File: src/rtl/dflow_tuple_sink.sv
// Receive end of the dflow tuple stream: counts packets/bytes, range-checks pkt_len and folds tuples into a signature.
// Optional feature macro DFLOW_SINK_BACKPRESSURE_EN adds LFSR-driven ready gating (CTRL bit2 = bp_enable).
`timescale 1ns/1ps
module dflow_tuple_sink #(
    parameter int PKT_TUPLE_WIDTH = 104,
    parameter int PKT_LEN_WIDTH   = 16,
    parameter int CNT_WIDTH       = 32
) (
    input  logic                       clk,
    input  logic                       reset,
    input  logic [PKT_TUPLE_WIDTH-1:0] fivetuple_in,
    input  logic [PKT_LEN_WIDTH-1:0]   pkt_len_in,
    input  logic                       tuple_in_vld,
    output logic                       tuple_in_ready,
    input  logic                       reg_req,
    input  logic                       reg_rd_wr_L,
    input  logic [31:0]                reg_addr,
    input  logic [31:0]                reg_wr_data,
    output logic                       reg_ack,
    output logic [31:0]                reg_rd_data,
    output logic                       done_irq,
    output logic [1:0]                 dbg_state
);
    // Handshake: a beat transfers on a rising edge where tuple_in_vld && tuple_in_ready;
    // vld may be held high while ready is low, nothing transfers then.
    typedef enum logic [1:0] {ST_IDLE = 2'd0, ST_RUN = 2'd1, ST_DONE = 2'd2} state_t;

    state_t                   r_state;
    logic [CNT_WIDTH-1:0]     r_pkt_cnt;
    logic [CNT_WIDTH-1:0]     r_len_err_cnt;
    logic [CNT_WIDTH-1:0]     r_target;
    logic [63:0]              r_bytes;
    logic [31:0]              r_bytes_hi_snap;
    logic [31:0]              r_sig;
    logic [PKT_LEN_WIDTH-1:0] r_min_len;
    logic [PKT_LEN_WIDTH-1:0] r_max_len;
    logic                     r_len_err;
    logic                     r_ack;
    logic                     r_done_irq;
    logic [31:0]              r_rd_data;

    logic [3:0]               w_idx;
    logic                     w_wr;
    logic                     w_rd;
    logic                     w_start;
    logic                     w_clear;
    logic                     w_ready;
    logic                     w_accept;
    logic                     w_len_bad;
    logic                     w_hit;
    logic                     w_bp_en_rd;
    logic [CNT_WIDTH-1:0]     w_pkt_next;
    logic [127:0]             w_fold_in;
    logic [31:0]              w_sig_next;
    logic [31:0]              w_rd_mux;
    logic                     w_unused_addr;

    assign w_idx         = reg_addr[5:2];
    assign w_unused_addr = ^{reg_addr[31:6], reg_addr[1:0]};
    assign w_wr          = reg_req && !reg_rd_wr_L;
    assign w_rd          = reg_req && reg_rd_wr_L;
    assign w_start       = w_wr && (w_idx == 4'd0) && reg_wr_data[0];
    assign w_clear       = w_wr && (w_idx == 4'd0) && reg_wr_data[1];

`ifdef DFLOW_SINK_BACKPRESSURE_EN
    logic [15:0] r_lfsr;
    logic        r_bp_en;

    // x^16+x^14+x^13+x^11+1, right-shifting Fibonacci form
    always_ff @(posedge clk) begin
        if (reset) begin
            r_lfsr  <= 16'hACE1;
            r_bp_en <= 1'b0;
        end else begin
            r_lfsr <= {r_lfsr[0] ^ r_lfsr[2] ^ r_lfsr[3] ^ r_lfsr[5], r_lfsr[15:1]};
            if (w_wr && (w_idx == 4'd0))
                r_bp_en <= reg_wr_data[2];
        end
    end

    assign w_ready    = (r_state == ST_RUN) && !(r_bp_en && (r_lfsr[2:0] == 3'd0));
    assign w_bp_en_rd = r_bp_en;
`else
    assign w_ready    = (r_state == ST_RUN);
    assign w_bp_en_rd = 1'b0;
`endif

    // A clear in the same cycle as a transfer drops that beat.
    assign w_accept   = tuple_in_vld && w_ready && !w_clear;
    assign w_pkt_next = r_pkt_cnt + CNT_WIDTH'(1);
    assign w_len_bad  = (pkt_len_in < r_min_len) || (pkt_len_in > r_max_len);
    assign w_hit      = (r_target != '0) && (w_pkt_next == r_target);
    assign w_fold_in  = {{(128 - PKT_TUPLE_WIDTH - PKT_LEN_WIDTH){1'b0}}, fivetuple_in, pkt_len_in};
    assign w_sig_next = {r_sig[30:0], r_sig[31]} ^ w_fold_in[31:0] ^ w_fold_in[63:32]
                        ^ w_fold_in[95:64] ^ w_fold_in[127:96];

    always_comb begin
        w_rd_mux = '0;
        case (w_idx)
            4'd0: w_rd_mux = {29'd0, w_bp_en_rd, 2'b00};
            4'd1: w_rd_mux = 32'(r_target);
            4'd2: w_rd_mux = {29'd0, r_len_err, r_state == ST_DONE, r_state == ST_RUN};
            4'd3: w_rd_mux = 32'(r_pkt_cnt);
            4'd4: w_rd_mux = r_bytes[31:0];
            4'd5: w_rd_mux = r_bytes_hi_snap;
            4'd6: w_rd_mux = r_sig;
            4'd7: w_rd_mux = 32'(r_len_err_cnt);
            4'd8: w_rd_mux = 32'({r_max_len, r_min_len});
            default: w_rd_mux = '0;
        endcase
    end

    always_ff @(posedge clk) begin
        if (reset) begin
            r_state         <= ST_IDLE;
            r_pkt_cnt       <= '0;
            r_len_err_cnt   <= '0;
            r_target        <= '0;
            r_bytes         <= '0;
            r_bytes_hi_snap <= '0;
            r_sig           <= '0;
            r_min_len       <= PKT_LEN_WIDTH'(64);
            r_max_len       <= PKT_LEN_WIDTH'(1518);
            r_len_err       <= 1'b0;
            r_ack           <= 1'b0;
            r_done_irq      <= 1'b0;
            r_rd_data       <= '0;
        end else begin
            r_done_irq <= 1'b0;
            if (w_clear) begin
                r_state         <= w_start ? ST_RUN : ST_IDLE;
                r_pkt_cnt       <= '0;
                r_len_err_cnt   <= '0;
                r_bytes         <= '0;
                r_bytes_hi_snap <= '0;
                r_sig           <= '0;
                r_len_err       <= 1'b0;
            end else begin
                if (w_start && (r_state != ST_RUN))
                    r_state <= ST_RUN;
                if (w_accept) begin
                    r_pkt_cnt <= w_pkt_next;
                    r_bytes   <= r_bytes + 64'(pkt_len_in);
                    r_sig     <= w_sig_next;
                    if (w_len_bad) begin
                        r_len_err_cnt <= r_len_err_cnt + CNT_WIDTH'(1);
                        r_len_err     <= 1'b1;
                    end
                    if (w_hit) begin
                        r_state    <= ST_DONE;
                        r_done_irq <= 1'b1;
                    end
                end
            end

            if (w_wr && (w_idx == 4'd1))
                r_target <= CNT_WIDTH'(reg_wr_data);
            if (w_wr && (w_idx == 4'd8)) begin
                r_min_len <= reg_wr_data[PKT_LEN_WIDTH-1:0];
                r_max_len <= reg_wr_data[16 +: PKT_LEN_WIDTH];
            end

            r_ack     <= reg_req;
            r_rd_data <= w_rd ? w_rd_mux : 32'd0;
            // Reading BYTES_LO freezes the upper half so a following BYTES_HI read is coherent.
            if (w_rd && (w_idx == 4'd4) && !w_clear)
                r_bytes_hi_snap <= r_bytes[63:32];
        end
    end

    assign tuple_in_ready = w_ready;
    assign reg_ack        = r_ack;
    assign reg_rd_data    = r_rd_data;
    assign done_irq       = r_done_irq;
    assign dbg_state      = r_state;

endmodule
File: config.mk
export PLATFORM = sky130hd
export DESIGN_NAME = dflow_tuple_sink
export DESIGN_NICKNAME = d
export VERILOG_FILES = /design/src/rtl/dflow_tuple_sink.sv
export SDC_FILE = /design/constraint.sdc
export NUM_CORES = 1
export LEC_CHECK = 0
export BUFFER_PORTS_ARGS = -buffer_cell sky130_fd_sc_hd__buf_2
export CAP_MARGIN = 10
export CORE_MARGIN = 2
export CORE_UTILIZATION = 45
export DETAILED_ROUTE_END_ITERATION = 8
export PLACE_DENSITY = 0.65
export SLEW_MARGIN = 10
export SYNTH_ARGS = -nofsm -noshare
export SYNTH_HDL_FRONTEND = slang
export SYNTH_SLANG_ARGS = --single-unit
File: constraint.sdc
create_clock -name clk -period 4.6 [get_ports clk]
set_clock_uncertainty 0.2 [all_clocks]
set_input_delay 0.23 -clock clk [delete_from_list [all_inputs] [get_ports clk]]
set_output_delay 0.23 -clock clk [all_outputs]
set_load 0.05 [all_outputs]
==> results of run 1 <==
-- power by group --
part	internal (mW)	switching [mW]
sequential	2.54	0.00855
clock	1.74	1.13
combinational	0.268	0.269
-- flip-flops by register name, indices dropped and copies added, names as in the netlist, 2 cells and up --
| name | cells |
|---|---|
| r_len_err_cnt | 32 |
| r_min_len | 16 |
| r_pkt_cnt | 32 |
| r_target | 32 |
| reg_rd_data | 32 |
| r_sig | 32 |
| r_bytes_hi_snap | 32 |
| r_max_len | 16 |
| r_bytes | 64 |
| dbg_state | 2 |
-- kinds of logic after synthesis --
family / share of synthesized area (%)
and+or+nand+nor: 20.16
AOI/OAI and AO/OA: 20.87
DFF: 36.61
xor gates and xnor gates: 13.23
buffers and inverters: 4.669
adders and majority gates: 3.951
muxes: 0.5153
-- stage by stage --
| step | cells | total power [mW] |
|---|---|---|
| after floorplan | 1964 | 2.862 |
| after global placement | 2521 | 3.032 |
| after detailed placement | 2521 | 3.039 |
| after CTS | 2683 | 5.976 |
| after global routing | 2683 | 6.134 |
| final | 2683 | 5.957 |
-- synthesized netlist by cell type (11+ instances only) --
cell / n
nor4_1: 22
clkbuf_1: 120
o21ai_0: 42
xnor2_1: 195
nand4_1: 35
a22oi_1: 92
dfxtp_1: 293
a31oi_1: 39
or3_1: 23
nand2b_1: 11
a211oi_1: 29
a2111oi_0: 15
nand3_1: 45
or4_1: 21
nand2_1: 266
o31ai_1: 14
a222oi_1: 33
nor2_1: 155
ha_1: 49
nor3_1: 25
inv_1: 59
a21o_1: 15
o211ai_1: 18
a21oi_1: 162
xor2_1: 47
and3_1: 18
-- cell type report --
class,instances,area [um2]
Clock buffer,43,975.9
Sequential cell,293,5866
Clock inverter,16,219.0
Inverter,60,225.2
Timing Repair Buffer,334,2287
Tap cell,461,576.8
Multi-Input combinational cell,1476,9468
Fill cell,3214,15690
-- what timing repair did --
item,in CTS,in global routing
resized for setup,0,0
hold buffers,103,0
hold endpoints to repair,130,0
-- worst register-to-register path, cell delays in order (launching register included) --
cell	delay, ns
dfxtp_1	0.53
ha_1	0.42
nand4b_1	0.16
a211oi_1	0.25
o211ai_1	0.13
or4_1	0.51
or4b_1	0.50
or4_4	0.56
nor4_1	0.30
o32ai_1	0.11
-- per-layer routing --
| metal | part of all wire (%) | global-route usage (%) | up-vias |
|---|---|---|---|
| li1 | - | - | 7522 |
| met1 | 43 | 41.55 | 7691 |
| met2 | 44 | 45.40 | 772 |
| met3 | 9.7 | 5.037 | 104 |
| met4 | 3.4 | 10.33 | 0 |
| met5 | 0 | 0 | - |
-- worst max path at each step --
| stage | end | slack (ns) |
|---|---|---|
| after floorplan | dbg_state[0]$_SDFF_PP0_ | 1.07 |
| after global placement | dbg_state[0]$_SDFF_PP0_ | 0.88 |
| after detailed placement | dbg_state[0]$_SDFF_PP0_ | 0.87 |
| after CTS | dbg_state[0]$_SDFF_PP0_ | 0.83 |
| after global routing | r_bytes[56]$_SDFFE_PP0P_ | 0.53 |
| final | dbg_state[0]$_SDFF_PP0_ | 0.80 |
==> out/metrics.csv, run 1 <==
stage,metric,value,unit
logic_synthesis,synthFlopType,dfxtp_1,
placed_design,place.gp.congestion,0.9494,
placed_design,dp_hpwl,40160,um
logic_synthesis,synth_area_per_cell,8.159,um2
worst_setup_path,slowest_delay,0.56,ns
logic_synthesis,synth_edf_count,0,
worst_setup_path,path_class,flop to flop,
global_route,grt_pass1_vias,14940,
sta,worst_pin_slew,1.219,ns
logic_synthesis,synth_top_area_share,36.60,%
sta,relSlewSlack,18.73,%
clocking,clk_pin_slew,0.06,ns
placed_design,place_area,17390,um2
floorplan,die_h,192.7,um
logic_synthesis,synthTopCellsByArea,"dfxtp_1 (37%), xnor2_1 (11%), nand2_1 (6.2%)",
logic_synthesis,syn_nets,2203,
logic_synthesis,yosysTopAreaCell,dfxtp_1,
floorplan,initial_core_util,45.38,%
logic_synthesis,yosysSeqAreaShare,36.60,%
clocking,post-cts-setup-buffer-count,0,
sta,finalCriticalPeriod,3.799,ns
sta,slew_violations,0,
global_route,grt_max_degree,60,
logic_synthesis,synth_cell_types,75,
sta,fin_tns_setup,0,ns
global_route,antenna_found_initial,0,
logic_synthesis,syn_area,16020,um2
clocking,cts_inserted_buffers,34,
sta,worst_slack,0.8007,ns
floorplan,ioPinCount,226,
global_route,grt_usage,29.53,%
worst_setup_path,crit_chain,"ha_1, nand4b_1, a211oi_1, o211ai_1, or4_1, or4b_1, or4_4, nor4_1, o32ai_1",
drt,drt_wl_total,55350,um
clocking,cts_tree,done,
logic_synthesis,ys_ff_latch,293,
layout,final_cell_mix,"dfxtp_1 (293), nand2_1 (265), buf_2 (196)",
floorplan,die_x,192.7,um
pwr,power_density,303.7,nW/um2
layout,final_common_cell,dfxtp_1,
floorplan,num_rows,69,
drt,post-route-drc-count,0,
sta,hold_viol_final,0,
worst_setup_path,r2r_cells,9,
global_route,grt_overflow,0,
placed_design,numPortBuffers,197,
worst_setup_path,crit_cells,9,
layout,area_delta_synth_final,22.43,%
worst_setup_path,cp-end-kind,flop,
floorplan,coreArea,35310,um2
drt,routed_via_density,5.997,
layout,postLayoutCellArea,19620,um2
sta,rsz0062_at_grt,false,
sta,report.final.setup_viol,0,
clocking,cts-htree-levels,2,
worst_setup_path,crit_slowest_cell,or4_4,
hold_path,hold_class,input pin to flop,
clocking,cts_root_buffer,clkbuf_16,
worst_setup_path,critPathLaunchType,flop,
job,maxCapViolations,0,
layout,final_util,55.56,%
floorplan,die_area,37140,um2
clocking,clkLatencyLatePin,0.53,ns
drt,first_pass_iters,8,
hold_path,min-delay-start,fivetuple_in[47],
worst_setup_path,arrival,3.98,ns
drt,wl_per_cell,20.63,um
logic_synthesis,netlist_instances,1964,
sta,min_period_over_period,82.59,%
worst_setup_path,r2r_setup_slack,0.80,ns
layout,antennaDiodeCount,0,
global_route,grt_pass1_wl,84550,um
sta,clock.fmax,263.2,MHz
worst_setup_path,critPathTopFamily,simple AND/OR/NAND/NOR gates,
worst_setup_path,rr_startpoint,r_pkt_cnt[0]$_SDFFE_PP0P_,
layout,drive_above_1_share,14.54,%
layout,nets,2438,
drt,vias,16090,
logic_synthesis,async_reset_ff_share,0,%
worst_setup_path,critPathBufInv,0,
pwr,leakage,6.941,nW
run_status,status,completed,
clocking,clockBufferDepth,3,
worst_setup_path,crit_required,4.78,ns
worst_setup_path,cp_max_fo,9,
logic_synthesis,yosysWarnings,0,
pwr,ir_worst_vdd,222.0,uV
clocking,cts_sinks,293,
hold_path,hold_depth,4,
drt,ant_nets,0,
placed_design,pre_cts_ws,0.8663,ns
worst_setup_path,crit_start,r_pkt_cnt[0]$_SDFFE_PP0P_,
sta,holdWs,0.006429,ns
worst_setup_path,r2r_end,dbg_state[0]$_SDFF_PP0_,
drt,drt_iter0_drc,1679,
hold_path,hold_path_end,r_sig[31]$_SDFFE_PP0P_,
Note: power is estimated with default switching activity, not from simulation.
==> run 2, diff against run 1 <==
==> constraint.sdc (replaced) <==
create_clock -name clk -period 3.88 [get_ports clk]
set_clock_uncertainty 0.2 [all_clocks]
set_input_delay 0.194 -clock clk [delete_from_list [all_inputs] [get_ports clk]]
set_output_delay 0.194 -clock clk [all_outputs]
set_load 0.05 [all_outputs]
==> run 2 against run 1 <==
Effect of this change: the run now ends with negative hold slack left; register-to-register slack got worse by 0.56 ns; power increased by 18%; final area increased by 1.5%; first-iteration DRC count increased by 13%; critical endpoint is now r_bytes[40]$_SDFFE_PP0P_; die area unchanged; clock-buffer cell count increased by 4; global-route usage increased by 1.3 points; sequential share of layout area decreased by 0.46 points.
==> out/metrics.csv, run 2 (synthesis results as in run 1) <==
stage,metric,value,unit,change
pwr,p_int,5.326,mW,was 4.550 mW
layout,final_util,56.42,%,was 55.56%
layout,antennaDiodeCount,0,,unchanged
hold_path,hold_class,input pin to flop,,unchanged
drt,drt_wl_total,57690,um,"was 55,350 um"
layout,final_common_cell,dfxtp_1,,unchanged
worst_setup_path,r2r_cells,12,,was 9
global_route,grt_overflow,0,,unchanged
drt,drt_iter0_drc,1905,,"was 1,679"
worst_setup_path,critPathLaunchType,input pin,,was flop
worst_setup_path,crit_end,r_bytes[40]$_SDFFE_PP0P_,,was dbg_state[0]$_SDFF_PP0_
sta,slew_violations,0,,unchanged
pwr,leakage,7.093,nW,was 6.941 nW
global_route,grt_max_degree,90,,was 60
worst_setup_path,r2r_setup_slack,0.24,ns,was 0.80 ns
placed_design,numPortBuffers,197,,unchanged
pwr,p_clk_share,47.4,%,was 48.1%
worst_setup_path,crit_top_cell,a211oi_1,,
global_route,antenna_found_initial,3,,was 0
worst_setup_path,cp-end-kind,flop,,unchanged
layout,fin_cells,2727,,"was 2,683"
sta,report.final.setup_viol,0,,unchanged
sta,clock.fmax,269.8,MHz,
worst_setup_path,r2r_end,r_bytes[40]$_SDFFE_PP0P_,,was dbg_state[0]$_SDFF_PP0_
layout,nets,2478,,"was 2,438"
clocking,cts-htree-levels,2,,unchanged
worst_setup_path,crit_slowest_cell,dlygate4sd3_1,,was or4_4
run_status,status,"complete, but fails checks",,was completed
run_status,violations,negative hold slack,,
clocking,cts_root_buffer,clkbuf_16,,unchanged
pwr,power_frac_comb,9.8,%,was 9.0%
sta,worst_slack,0.1731,ns,was 0.8007 ns
pwr,seqPwrFrac,42.9,%,was 42.8%
floorplan,die_h,192.7,um,unchanged
pwr,power_density,354.2,nW/um2,was 303.7 nW/um2
placed_design,pre_cts_ws,0.3205,ns,was 0.8663 ns
worst_setup_path,crit_start,pkt_len_in[0],,was r_pkt_cnt[0]$_SDFFE_PP0P_
drt,ant_nets,0,,unchanged
layout,largest_reg_flops,64,,unchanged
placed_design,place_inst,2543,,"was 2,521"
sta,rsz0062_at_grt,false,,unchanged
sta,min_period_over_period,95.54,%,
clocking,clkLatencyLatePin,0.55,ns,was 0.53 ns
global_route,grt_usage,30.86,%,was 29.53%
clocking,cts_inserted_buffers,35,,was 34
sta,holdWs,-0.001494,ns,was 0.006429 ns
clocking,clockBufferDepth,3,,unchanged
pwr,ir_worst_vdd,404.0,uV,was 222.0 uV
clocking,post-cts-setup-buffer-count,0,,unchanged
floorplan,num_rows,69,,unchanged
layout,top_register,r_bytes,,unchanged
floorplan,initial_core_util,45.38,%,unchanged
worst_setup_path,rr_startpoint,r_bytes[0]$_SDFFE_PP0P_,,was r_pkt_cnt[0]$_SDFFE_PP0P_
clocking,cts_tree,done,,unchanged
job,maxCapViolations,0,,unchanged
clocking,clk_pin_slew,0.06,ns,about the same
floorplan,die_area,37140,um2,unchanged
worst_setup_path,slowest_delay,0.56,ns,about the same
placed_design,place.gp.congestion,0.9466,,was 0.9494
sta,worst_pin_slew,1.144,ns,was 1.219 ns
placed_design,place_area,17550,um2,"was 17,390 um2"
drt,first_pass_iters,8,,unchanged
worst_setup_path,cp_max_fo,23,,was 9
floorplan,die_x,192.7,um,unchanged
floorplan,ioPinCount,226,,unchanged
sta,finalCriticalPeriod,3.707,ns,
drt,post-route-drc-count,0,,unchanged
worst_setup_path,crit_chain,"dlygate4sd3_1, buf_2, ha_1, inv_1, fa_1, nand2b_1, a211oi_1, o21bai_1, a211oi_1, o211ai_1, buf_4, a211o_1, or4_1, a21oi_1",,"was ha_1, nand4b_1, a211oi_1, o211ai_1, or4_1, or4b_1, or4_4, nor4_1, o32ai_1"
global_route,grt_pass1_vias,15530,,was 14.94k
sta,relSlewSlack,23.67,%,was 18.73%
drt,vias,16250,,was 16.09k
clocking,cts_sinks,293,,unchanged
worst_setup_path,path_class,input pin to flop,,was flop to flop
layout,postLayoutCellArea,19920,um2,"was 19,620 um2"
layout,final_cell_mix,"dfxtp_1 (293), nand2_1 (265), buf_2 (196)",,unchanged
sta,fin_tns_setup,0,ns,unchanged
drt,routed_via_density,5.958,,was 5.997
pwr,switching_share,24.52,%,was 23.62%
floorplan,coreArea,35310,um2,unchanged
worst_setup_path,crit_required,4.15,ns,was 4.78 ns
layout,area_delta_synth_final,24.32,%,was 22.43%
placed_design,dp_hpwl,41550,um,"was 40,160 um"
clocking,ctsResizeCount,0,,unchanged
drt,wl_per_cell,21.15,um,was 20.63 um
sta,hold_viol_final,1,,was 0
worst_setup_path,arrival,3.97,ns,was 3.98 ns
pwr,power.total,7.056,mW,was 5.957 mW
global_route,grt_pass1_wl,87780,um,"was 84,550 um"
layout,drive_above_1_share,15.23,%,was 14.54%
pwr,p_sw,1.730,mW,was 1.407 mW
run 2: changes by cell type in the layout (fill, tap and decap cells not counted), moves of 2 or more:
cell,delta
buf_4,+22
dlygate4sd3_1,+17
clkbuf_1,+5
clkinvlp_4,+4
bufinv_16,-2
clkbuf_8,-2
run 2: what timing repair did:
action,in CTS,in global routing
endpoints found under the hold margin,133,0
setup endpoints to repair,0,0
hold buffers,120,0
run 2: worst min path at each step:
stage / start / end / slack (ns) / depth (start not counted)
after floorplan: reset / reg_ack$_SDFF_PP0_ / 0.08 / 1
after global placement: reg_wr_data[25] / r_target[25]$_SDFFE_PP0P_ / 0.25 / 3
after detailed placement: reg_wr_data[5] / r_target[5]$_SDFFE_PP0P_ / 0.25 / 3
after CTS: fivetuple_in[32] / r_sig[16]$_SDFFE_PP0P_ / 0.003 / 6
after global routing: pkt_len_in[1] / r_bytes[1]$_SDFFE_PP0P_ / 0.03 / 4
final: fivetuple_in[32] / r_sig[16]$_SDFFE_PP0P_ / -0.001 / 6
run 2: power by group through the flow:
stage / registers (mW) / logic, mW / clock network, mW
finish: 3.03 / 0.688 / 3.34
global placement: 3.09 / 0.507 / 0
floorplan: 3.09 / 0.301 / 0
detailed placement: 3.09 / 0.513 / 0
global route: 3.03 / 0.741 / 3.50
CTS: 3.03 / 0.671 / 3.38
run 2: cell type report:
| cell class | count | area, um2 |
|---|---|---|
| fill | 3184 | 15390 |
| multi-input combinational | 1476 | 9463 |
| sequential | 293 | 5866 |
| timing repair buffer | 373 | 2623 |
| clock buffer | 47 | 992.2 |
| tap | 461 | 576.8 |
| inverter | 60 | 225.2 |
| clock inverter | 17 | 176.4 |
run 2: metal layers:
metal  global-route usage [%]  vias to the layer above  wire (um)  part of all wire, %
met5                        0                        -         10                0.017
met2                    48.83                      753      25620                   44
li1                         -                     7595          -                    -
met1                    41.17                     7778      24540                   43
met3                    6.492                      119       5495                  9.5
met4                    11.63                        2       2029                  3.5
run 2: critical path, delay by kind of cell:
kind | cells | cell delay (ns)
compound gates | 6 | 1.52
buf+inv | 4 | 1.06
simple gates | 2 | 0.61
fa+ha+maj | 2 | 0.58
